$ cat src/rtl/reg_readback_tx.sv
// reg_readback_tx
//   Read-response stage: on a read request, strobes one register_block read,
//   captures the returned value, then streams a response frame to uart_tx one
//   byte at a time.
//   Frame: RESP_CODE, address, value bytes MSB first (VALUE_WORDS+2 bytes).
// Ports
//   clk, i_reset            clock, synchronous active-high reset
//   i_rd_req, i_rd_addr     read request (sampled in IDLE only) and address
//   o_busy, o_done          busy while not IDLE; one-cycle pulse at frame end
//   o_r_en, o_r_addr        single-cycle read strobe / address to register_block
//   i_r_value               read data, valid READ_LATENCY cycles after o_r_en
//   o_tx_data, o_tx_dv      byte and load strobe to uart_tx
//   i_tx_busy               uart_tx busy
module reg_readback_tx #(
    parameter int                    WORD_WIDTH   = 8,
    parameter int                    VALUE_WORDS  = 4,
    parameter int                    READ_LATENCY = 1,
    parameter logic [WORD_WIDTH-1:0] RESP_CODE    = 8'h81
) (
    input  logic                              clk,
    input  logic                              i_reset,
    input  logic                              i_rd_req,
    input  logic [WORD_WIDTH-1:0]             i_rd_addr,
    output logic                              o_busy,
    output logic                              o_done,
    output logic                              o_r_en,
    output logic [WORD_WIDTH-1:0]             o_r_addr,
    input  logic [WORD_WIDTH*VALUE_WORDS-1:0] i_r_value,
    output logic [WORD_WIDTH-1:0]             o_tx_data,
    output logic                              o_tx_dv,
    input  logic                              i_tx_busy
);

    localparam int NBYTES  = VALUE_WORDS + 2;
    localparam int FRAME_W = WORD_WIDTH * NBYTES;
    localparam int CNT_W   = $clog2(VALUE_WORDS + 3);
    localparam int LAT_W   = (READ_LATENCY > 1) ? $clog2(READ_LATENCY) : 1;

    typedef enum logic [2:0] {
        IDLE,
        READ,
        WAIT_RD,
        LOAD,
        WAIT_START,
        WAIT_DONE,
        FINISH
    } state_t;

    state_t               state, next_state;
    logic [WORD_WIDTH-1:0] addr_q;
    logic [FRAME_W-1:0]   frame;
    logic [CNT_W-1:0]     byte_cnt;
    logic [LAT_W-1:0]     lat_cnt;

    logic lat_last;
    logic last_byte;

    assign lat_last  = (lat_cnt == LAT_W'(READ_LATENCY - 1));
    assign last_byte = (byte_cnt == CNT_W'(NBYTES - 1));

    // The frame is held as one shift register so the outgoing byte is always
    // its top slice; shifting in zeros leaves o_tx_data at 0 between frames.
    assign o_tx_data = frame[FRAME_W-1 -: WORD_WIDTH];
    assign o_r_addr  = addr_q;

    always_ff @(posedge clk) begin
        if (i_reset) begin
            state <= IDLE;
        end else begin
            state <= next_state;
        end
    end

    always_comb begin
        next_state = state;
        o_busy     = (state != IDLE);
        o_done     = 1'b0;
        o_r_en     = 1'b0;
        o_tx_dv    = 1'b0;
        case (state)
            IDLE: begin
                if (i_rd_req) next_state = READ;
            end
            READ: begin
                o_r_en     = 1'b1;
                next_state = WAIT_RD;
            end
            WAIT_RD: begin
                if (lat_last) next_state = LOAD;
            end
            LOAD: begin
                // Never load uart_tx while it still reports busy.
                if (!i_tx_busy) begin
                    o_tx_dv    = 1'b1;
                    next_state = WAIT_START;
                end
            end
            WAIT_START: begin
                if (i_tx_busy) next_state = WAIT_DONE;
            end
            WAIT_DONE: begin
                if (!i_tx_busy) next_state = last_byte ? FINISH : LOAD;
            end
            FINISH: begin
                o_done     = 1'b1;
                next_state = IDLE;
            end
            default: next_state = IDLE;
        endcase
    end

    always_ff @(posedge clk) begin
        if (i_reset) begin
            addr_q   <= '0;
            frame    <= '0;
            byte_cnt <= '0;
            lat_cnt  <= '0;
        end else begin
            case (state)
                IDLE: begin
                    if (i_rd_req) addr_q <= i_rd_addr;
                end
                READ: begin
                    lat_cnt <= '0;
                end
                WAIT_RD: begin
                    lat_cnt <= lat_cnt + LAT_W'(1);
                    // Value captured exactly once; later register writes do
                    // not disturb the frame in flight.
                    if (lat_last) begin
                        frame    <= {RESP_CODE, addr_q, i_r_value};
                        byte_cnt <= '0;
                    end
                end
                LOAD: begin
                    if (!i_tx_busy)
                        frame <= {frame[FRAME_W-WORD_WIDTH-1:0], {WORD_WIDTH{1'b0}}};
                end
                WAIT_DONE: begin
                    if (!i_tx_busy) byte_cnt <= byte_cnt + CNT_W'(1);
                end
                default: ;
            endcase
        end
    end

endmodule

$ cat config.mk
export PLATFORM = sky130hd
export DESIGN_NAME = reg_readback_tx
export DESIGN_NICKNAME = d
export VERILOG_FILES = /design/src/rtl/reg_readback_tx.sv
export SDC_FILE = /design/constraint.sdc
export NUM_CORES = 1
export LEC_CHECK = 0
export ABC_AREA = 0
export CAP_MARGIN = 20
export CORE_MARGIN = 1.5
export CORE_UTILIZATION = 46
export DETAILED_ROUTE_END_ITERATION = 7
export PLACE_DENSITY = 0.78
export SYNTH_ARGS = -nofsm -noshare
export SYNTH_HDL_FRONTEND = slang
export SYNTH_SLANG_ARGS = --single-unit
export TNS_END_PERCENT = 50
$ cat constraint.sdc
create_clock -name clk -period 1.5 [get_ports clk]
set_clock_uncertainty 0.05 [all_clocks]
set_input_delay 0.15 -clock clk [delete_from_list [all_inputs] [get_ports clk]]
set_output_delay 0.15 -clock clk [all_outputs]
set_load 0.02 [all_outputs]
==> results of run 1 <==
-- metrics by stage --
step | area [um2] | power [mW] | hold slack, ps
floorplan | 2938 | 4.352 | 236.0
global placement | 3732 | 5.333 | 408.8
detailed placement | 3732 | 5.405 | 416.7
CTS | 3968 | 7.169 | 154.5
global route | 4193 | 8.127 | 184.1
finish | 4193 | 7.718 | 179.0
-- final cells by class --
class	count	area, um2
fillers	456	1833
multi-input cells	215	1530
flip-flops and latches	63	1272
repair buffers	100	1036
clock buffers	12	155.1
well taps	75	93.84
clock inverters	3	90.09
inverters	4	15.01
-- where the power goes --
part	switching, mW	internal (mW)	total (mW)	leakage (nW)
Clock	0.643	1.19	1.83	0.123
Combinational	1.75	1.64	3.39	0.927
Sequential	0.338	2.16	2.50	0.515
-- what timing repair did --
| item | CTS | global route |
|---|---|---|
| setup buffers | 0 | 3 |
| gates cloned | 0 | 4 |
| pin swaps | 1 | 9 |
| gates resized for setup | 30 | 31 |
| endpoints found under the setup margin | 59 | 50 |
-- metal layers --
metal / global-route usage, % / up-vias
li1: - / 1304
met1: 26.15 / 1253
met2: 33.19 / 81
met3: 6.461 / 6
met4: 8.939 / 0
met5: 0 / -
-- worst register-to-register path: stages, from the launching register on --
cell	delay, ps
dfxtp_4	380
buf_4	140
and3b_2	320
buf_12	180
mux2i_4	260
a211oi_2	90
-- placed cells by master, fill, tap and decap left out, drive strengths merged, types with 2 or more instances in the layout --
cell           Yosys  layout
nand4              6       6
inv                4       4
dlymetal6s2s       0       3
dlygate4sd2        0      10
bufinv             0       3
dfxtp             63      63
a211oi            33      33
o21ai             18      18
nor2b              3       3
ha                 2       2
nor4               3       3
nor2               2       2
buf               32      38
clkbuf             8      15
nor4b              2       2
or3                2       2
a21oi             61      61
nand2b             2       2
nand2             26      26
clkdlybuf4s50      0      45
nand3b             2       2
mux2i             34      34
nor3               6       6
or2                2       2
-- state kept, by name, indices dropped and copies added (netlist names) --
register and count:
byte_cnt 3, frame 48, lat_cnt 1, o_r_addr 8
state 3
-- kinds of logic after synthesis --
family | count (synthesis) | share of synthesized area [%]
XOR/XNOR | 1 | 0.2982
flip-flops | 63 | 42.93
AND/OR/NAND/NOR | 61 | 11.58
adder cells (fa/ha/maj) | 2 | 0.8517
multiplexers | 35 | 12.39
buffers and inverters | 44 | 8.518
AO/OA/AOI/OAI | 116 | 23.42
-- worst min path at each step --
stage	from	end	slack (ps)	cells after the start
global placement	frame[2]	frame[2]	410	2
CTS	i_reset	lat_cnt	150	2
finish	i_reset	frame[23]	180	2
global route	i_reset	frame[17]	180	2
detailed placement	frame[5]	frame[5]	420	2
floorplan	i_rd_addr[0]	o_r_addr[0]	240	2
==> results.json, run 1 <==
{
  "status": "finished with violations",
  "failed_checks": "negative setup slack",
  "core_area_um2": 6026,
  "crit_path_end_kind": "register",
  "top_layer": "met4",
  "slew_viol_final": 0,
  "drt-total-wl_um": 7696,
  "yosysTopAreaCell": "dfxtp_1",
  "cts_made_buffers": 9,
  "synth-edff-count": 0,
  "die_w_um": 82.92,
  "ys_warn_count": 0,
  "cp_slowest_stage_delay_ps": 380,
  "start_util_pct": 48.75,
  "first_iter_violations": 222,
  "min_period_ps": 1541,
  "ant_nets": 0,
  "dr.pass1.iters": 4,
  "rsz0062_at_grt": "true",
  "max_cap_viol_count": 0,
  "syn2layout_area_growth_pct": 42.72,
  "worstSetupPathDepth": 5,
  "finalNonFillerCells": 472,
  "cts.path.max_buffers": 2,
  "hold_viol_final": 0,
  "synthCells": 322,
  "grt_pass1_wl_um": 11500,
  "drive_gt1_share_pct": 22.17,
  "p_leak_nw": 1.565,
  "ys_ff_latch": 63,
  "crit_fanout": 7,
  "crit_start": "state[0]",
  "post-synth-top-count-cell": "dfxtp_1",
  "yosys.area.top_type_share_pct": 42.93,
  "synth_area_per_cell_um2": 9.124,
  "dp_hpwl_um": 4772,
  "setup_tns_ps": -258.8,
  "cp_top_family": "flip-flops",
  "grt_start_max_net_pins": 41,
  "cts_root_buf": "clkbuf_8",
  "ys_top_cells_by_area": "dfxtp_1 43%, mux2i_1 11%, a21oi_1 10%, a211oi_1 8.2%, nand2_1 3.3%",
  "dr_wl_met2_um": 3863,
  "cp_slowest_cell": "dfxtp_4",
  "wl_per_cell_um": 16.31,
  "overflow": 0,
  "antenna_found_initial": 0,
  "dr_wl_met3_um": 394,
  "dieArea_um2": 6875,
  "utilization_pct": 69.58,
  "htreeDepth": 3,
  "grt_pass1_vias": 2391,
  "seq_area_frac_synth_pct": 42.93,
  "antenna_cells": 0,
  "place_inst": 450,
  "syn-num-nets": 368,
  "fmax_mhz": 649.0,
  "rows": 28,
  "clkSlewWorstSetupHoldPaths_ps": 70,
  "ir_worst_vdd_mv": 1.175,
  "tightest_slew_ps": 364.2,
  "crit_chain": "buf_4 -> and3b_2 -> buf_12 -> mux2i_4 -> a211oi_2",
  "pre_cts_ws_ps": -211.1,
  "required_ps": 1670,
  "vias_per_cell": 5.602,
  "io_buffers": 63,
  "synthFlopType": "dfxtp_1",
  "num_vias": 2644,
  "worst_slack_ps": -40.76,
  "clkSinkCount": 63,
  "r2r_cells": 5,
  "syn_area_um2": 2938,
  "cts_tree": "built",
  "power.density_nw_per_um2": 1841,
  "crit_type": "reg2reg",
  "finalSetupViolCount": 14,
  "worstPathArrival_ps": 1710,
  "setup.worst_path.end": "frame[17]",
  "start_kind": "register",
  "drcViolationCount": 0,
  "insertion_delay_ps": 340,
  "met1_length_um": 3383,
  "path_buf_inv": 2,
  "rrSetupSlack_ps": -40,
  "pin_count": 64,
  "timing.final.crit_share_pct": 102.7,
  "hp-class": "in2reg",
  "place_congestion": 0.8154,
  "rr_startpoint": "state[0]",
  "grt_usage_pct": 20.88,
  "postCtsHoldBufs": 0,
  "nets": 439,
  "synth_common_cells": "63 x dfxtp_1, 61 x a21oi_1, 33 x mux2i_1, 32 x a211oi_1, 26 x nand2_1",
  "die_h_um": 82.92,
  "r2r_end": "frame[17]",
  "ys_types": 38,
  "relSlewSlack_pct": 75.72,
  "synth_async_sr_flop_share_pct": 0
}
Power figures use the tool's default switching activity.
==> inputs of run 2 (changes only) <==
Settings changed: CORE_ASPECT_RATIO set to 1.2.
==> run 2 against run 1 <==
The run still ends with negative setup slack left; via count grew 4.6%; setup slack lost 14 ps; die area is essentially flat; register-to-register slack is essentially flat; final cell count grew 2.5%; sequential cell count is the same; hold slack lost 35 ps; power shrank 0.57%; fmax shrank 0.93%; cell area grew 0.75%; critical endpoint is now frame[33]; largest cell class unchanged.
==> results.json, run 2 (same netlist as run 1, synthesis figures left out) <==
{
  "hold_viol_final": 0,
  "max_cap_viol_count": 0,
  "path_buf_inv": 2,
  "fmax_mhz": 643.0,
  "cts.path.max_buffers": 2,
  "crit_chain": "buf_6 -> and3b_4 -> clkbuf_16 -> mux2i_1 -> a211oi_1",
  "start_kind": "register",
  "grt_start_max_net_pins": 41,
  "status": "finished with violations",
  "drt-total-wl_um": 7863,
  "r2r_cells": 5,
  "core_area_um2": 6090,
  "crit_fanout": 7,
  "antenna_found_initial": 0,
  "rows": 31,
  "insertion_delay_ps": 350,
  "cts_root_buf": "clkbuf_8",
  "first_iter_violations": 118,
  "grt_pass1_vias": 2552,
  "die_h_um": 90.54,
  "tightest_slew_ps": 375.5,
  "relSlewSlack_pct": 74.73,
  "hold_depth": 2,
  "finalNonFillerCells": 484,
  "num_vias": 2765,
  "place_inst": 461,
  "cp_slowest_cell": "dfxtp_4",
  "layout_common_cells": "60 x a21oi_1, 60 x dfxtp_1, 44 x clkdlybuf4s50_1",
  "wl_per_cell_um": 16.25,
  "drcViolationCount": 0,
  "clkSinkCount": 63,
  "failed_checks": "negative setup slack",
  "ant_nets": 0,
  "multi_input_area_um2": 1520,
  "regArea_um2": 1272,
  "drive_gt1_share_pct": 22.64,
  "crit_path_end_kind": "register",
  "nets": 443,
  "dp_hpwl_um": 4894,
  "cts_tree": "built",
  "top_register": "frame",
  "ir_worst_vdd_mv": 0.9568,
  "p_leak_nw": 1.585,
  "grt_usage_pct": 21.33,
  "htreeDepth": 3,
  "cp_top_family": "flip-flops",
  "pin_count": 64,
  "rsz0062_at_grt": "true",
  "dr.pass1.iters": 4,
  "grt_pass1_wl_um": 11750,
  "timing.final.crit_share_pct": 103.7,
  "slew_viol_final": 0,
  "required_ps": 1670,
  "syn2layout_area_growth_pct": 43.78,
  "antenna_cells": 0,
  "power.density_nw_per_um2": 1817,
  "largest_reg_flops": 48,
  "die_w_um": 75.95,
  "place_congestion": 0.8436,
  "worstSetupPathDepth": 5,
  "crit_type": "reg2reg",
  "clkSlewWorstSetupHoldPaths_ps": 70,
  "overflow": 0,
  "cts_made_buffers": 9,
  "cp_slowest_stage_delay_ps": 410,
  "hp-class": "in2reg",
  "start_util_pct": 48.24,
  "vias_per_cell": 5.713,
  "worst_slack_ps": -55.18,
  "finalSetupViolCount": 9,
  "dieArea_um2": 6877,
  "whs_ps": 143.5,
  "fill_cells": 466,
  "worstPathArrival_ps": 1730,
  "io_buffers": 63,
  "min_period_ps": 1555
}
==> run 2: changes by cell type in the layout (fill, tap and decap cells not counted), sizes merged <==
| cell | change |
|---|---|
| clkbuf | -1 |
| clkinv | +3 |
| dlygate4sd2 | +1 |
| clkdlybuf4s50 | -1 |
| clkdlybuf4s15 | -1 |
| buf | +4 |
==> run 2: layout make-up <==
| type | count | area share (%) |
|---|---|---|
| Timing Repair Buffer | 104 | 25.50 |
| Inverter | 4 | 0.3555 |
| Tap cell | 82 | 2.429 |
| Clock inverter | 6 | 2.577 |
| Sequential cell | 63 | 30.12 |
| Multi-Input combinational cell | 215 | 35.99 |
| Clock buffer | 10 | 3.021 |
==> run 2: worst paths after layout <==
path             start  slack, ps     endpoint
max           state[1]        -60    frame[33]
max reg2reg   state[1]        -60    frame[33]
min            i_reset        140  byte_cnt[0]
min reg2reg  frame[41]        420    frame[41]
==> run 2: metal layers <==
layer  track usage [%]  part of all wire (%)
met1             25.76                    40
met2             35.44                    51
met3             4.242                   5.8
met4             11.88                   2.5
met5                 0                     0
==> run 2: timing repair <==
action,CTS,global route
gates cloned,0,6
setup buffers,0,1
hold buffers,0,0
gates resized for setup,34,27
setup endpoints to repair,62,19
pin swaps,1,20
hold endpoints to repair,0,0
==> run 2: per-stage QoR <==
stage	area, um2	util (%)	total power [mW]	TNS [ps]	setup slack (ps)
2_1_floorplan	2938	-	4.352	0	115.4
3_3_place_gp	3759	61.72	5.367	-3923	-182.9
3_5_place_dp	3759	61.72	5.443	-5152	-185.7
4_1_cts	3993	65.56	7.184	-48.51	-48.51
5_1_grt	4224	69.37	8.071	-863.7	-82.99
6_report	4224	69.37	7.674	-173.0	-55.18
==> run 2: report_power, final <==
part | leakage (nW) | total (mW) | internal [mW] | switching [mW]
registers | 0.515 | 2.51 | 2.16 | 0.350
clock network | 0.120 | 1.77 | 1.10 | 0.667
logic | 0.949 | 3.39 | 1.68 | 1.72
total | 1.58 | 7.67 | 4.94 | 2.74
==> inputs of run 3 (changes only) <==
Settings changed: CAP_MARGIN 20 to 5, GPL_TIMING_DRIVEN set to 0, MAX_ROUTING_LAYER set to met4.
==> run 3 against run 2 <==
The run still ends with negative setup slack left; first-iteration DRC count rose by 12%; routed wire length fell by 7.5%; clock power fell by 20%; setup slack got worse by 47 ps; highest routed layer unchanged.
==> results.json, run 3 (same netlist as run 1, synthesis figures left out) <==
{
  "wl_per_cell_um": 14.88,
  "clkSinkCount": 63,
  "min_period_ps": 1602,
  "cpMostUsedCell": "buf_6",
  "cts_made_buffers": 9,
  "timing.final.crit_share_pct": 106.8,
  "crit_fanout": 8,
  "worst_slack_ps": -101.9,
  "crit_chain": "buf_8 -> buf_6 -> or3_4 -> buf_6",
  "finalNonFillerCells": 489,
  "cts_tree": "built",
  "nets": 448,
  "overflow": 0,
  "hp-class": "in2reg",
  "htreeDepth": 3,
  "ant_nets": 0,
  "pre_cts_ws_ps": -440.4,
  "tightest_slew_ps": 505.7,
  "dieArea_um2": 6877,
  "grt_pass1_vias": 2484,
  "r2r_end": "state[0]",
  "drive_gt1_share_pct": 18.92,
  "antenna_found_initial": 0,
  "failed_checks": "negative setup slack",
  "grt_start_max_net_pins": 11,
  "worstPathArrival_ps": 1400,
  "pin_count": 64,
  "dr.pass1.iters": 4,
  "slew_viol_final": 0,
  "place_inst": 467,
  "required_ps": 1300,
  "hold_viol_final": 0,
  "cp_slowest_cell": "dfxtp_4",
  "insertion_delay_ps": 330,
  "start_util_pct": 48.24,
  "cp_slowest_stage_delay_ps": 360,
  "die_h_um": 90.54,
  "finalSetupViolCount": 4,
  "vias_per_cell": 5.335,
  "setup_tns_ps": -197.5,
  "grt_pass1_wl_um": 11750,
  "grt_usage_pct": 21.86,
  "drt-total-wl_um": 7274,
  "largest_reg_flops": 48,
  "layout_commonest_cell": "a21oi_1",
  "worstSetupPathDepth": 4,
  "first_iter_violations": 132,
  "cts_root_buf": "clkbuf_8",
  "path_buf_inv": 3,
  "fmax_mhz": 624.3,
  "rows": 31,
  "whs_ps": 312.9,
  "io_buffers": 63,
  "crit_start": "state[0]",
  "antenna_cells": 0,
  "power.density_nw_per_um2": 1742,
  "rrSetupSlack_ps": -30,
  "utilization_pct": 65.85,
  "num_vias": 2609,
  "crit_type": "reg2out",
  "cts.path.max_buffers": 2,
  "core_area_um2": 6090,
  "dp_hpwl_um": 5163,
  "clkSlewWorstSetupHoldPaths_ps": 70,
  "relSlewSlack_pct": 65.98,
  "p_leak_nw": 1.490,
  "rr_startpoint": "state[0]",
  "start_kind": "register",
  "max_cap_viol_count": 0,
  "place_congestion": 0.7840,
  "cp_top_family": "buffers and inverters",
  "ir_worst_vdd_mv": 0.7943,
  "rsz0062_at_grt": "true",
  "drcViolationCount": 0,
  "r2r_cells": 3,
  "syn2layout_area_growth_pct": 36.50,
  "status": "finished with violations",
  "setup.worst_path.end": "o_busy",
  "layout_common_cells": "61 x a21oi_1, 60 x dfxtp_1, 42 x clkdlybuf4s50_1, 32 x mux2i_1, 31 x a211oi_1",
  "top_register": "frame",
  "postCtsHoldBufs": 0,
  "crit_path_end_kind": "output pin",
  "die_w_um": 75.95
}
==> run 3: power by group <==
| group | leakage, nW | internal, mW | switching [mW] | total (mW) |
|---|---|---|---|---|
| clock network | 0.100 | 0.805 | 0.611 | 1.42 |
| logic | 0.874 | 1.44 | 1.66 | 3.10 |
| registers | 0.515 | 2.16 | 0.309 | 2.47 |
| total | 1.49 | 4.41 | 2.58 | 6.99 |
==> run 3: what timing repair did <==
item	in CTS	in global routing
gates resized for setup	62	26
pin swaps	1	1
endpoints found under the setup margin	63	53
buffers inserted	4	2
==> run 3: tightest hold or removal path: cells and delay by family <==
kind	cells	cell delay, ps
AOI/OAI and AO/OA	1	50
and+or+nand+nor	1	50
buffers and inverters	1	390
==> run 3: per-layer routing <==
| metal | global-route usage [%] | wire [um] |
|---|---|---|
| met3 | 4.949 | 325 |
| met4 | 9.722 | 108 |
| met2 | 36.04 | 3751 |
| met1 | 25.47 | 3088 |
| met5 | - | 0 |
==> run 3: how the worst min path moves through the flow <==
stage	startpoint	end	slack [ps]	cells past startpoint
after floorplan	i_rd_addr[0]	o_r_addr[0]	240	2
after global placement	frame[7]	frame[7]	410	2
after detailed placement	frame[1]	frame[1]	420	2
after CTS	i_rd_addr[2]	o_r_addr[2]	300	3
after global routing	i_rd_addr[0]	o_r_addr[0]	320	3
final	i_rd_addr[2]	o_r_addr[2]	310	3
==> run 3: cell type report <==
class	instances	area [um2]
Buffer	40	299.0
Multi-Input combinational cell	215	1478
Clock buffer	12	145.1
Fill cell	505	2079
Inverter	4	15.01
Clock inverter	4	45.04
Timing Repair Buffer	69	655.6
Sequential cell	63	1270
Tap cell	82	102.6
==> run 3: through the flow <==
| stage | power, mW | cell area (um2) |
|---|---|---|
| 6_report | 6.987 | 4010 |
| 5_1_grt | 7.400 | 4010 |
| 4_1_cts | 6.818 | 3944 |
| 3_5_place_dp | 5.182 | 3671 |
| 3_3_place_gp | 5.115 | 3671 |
| 2_1_floorplan | 4.352 | 2938 |
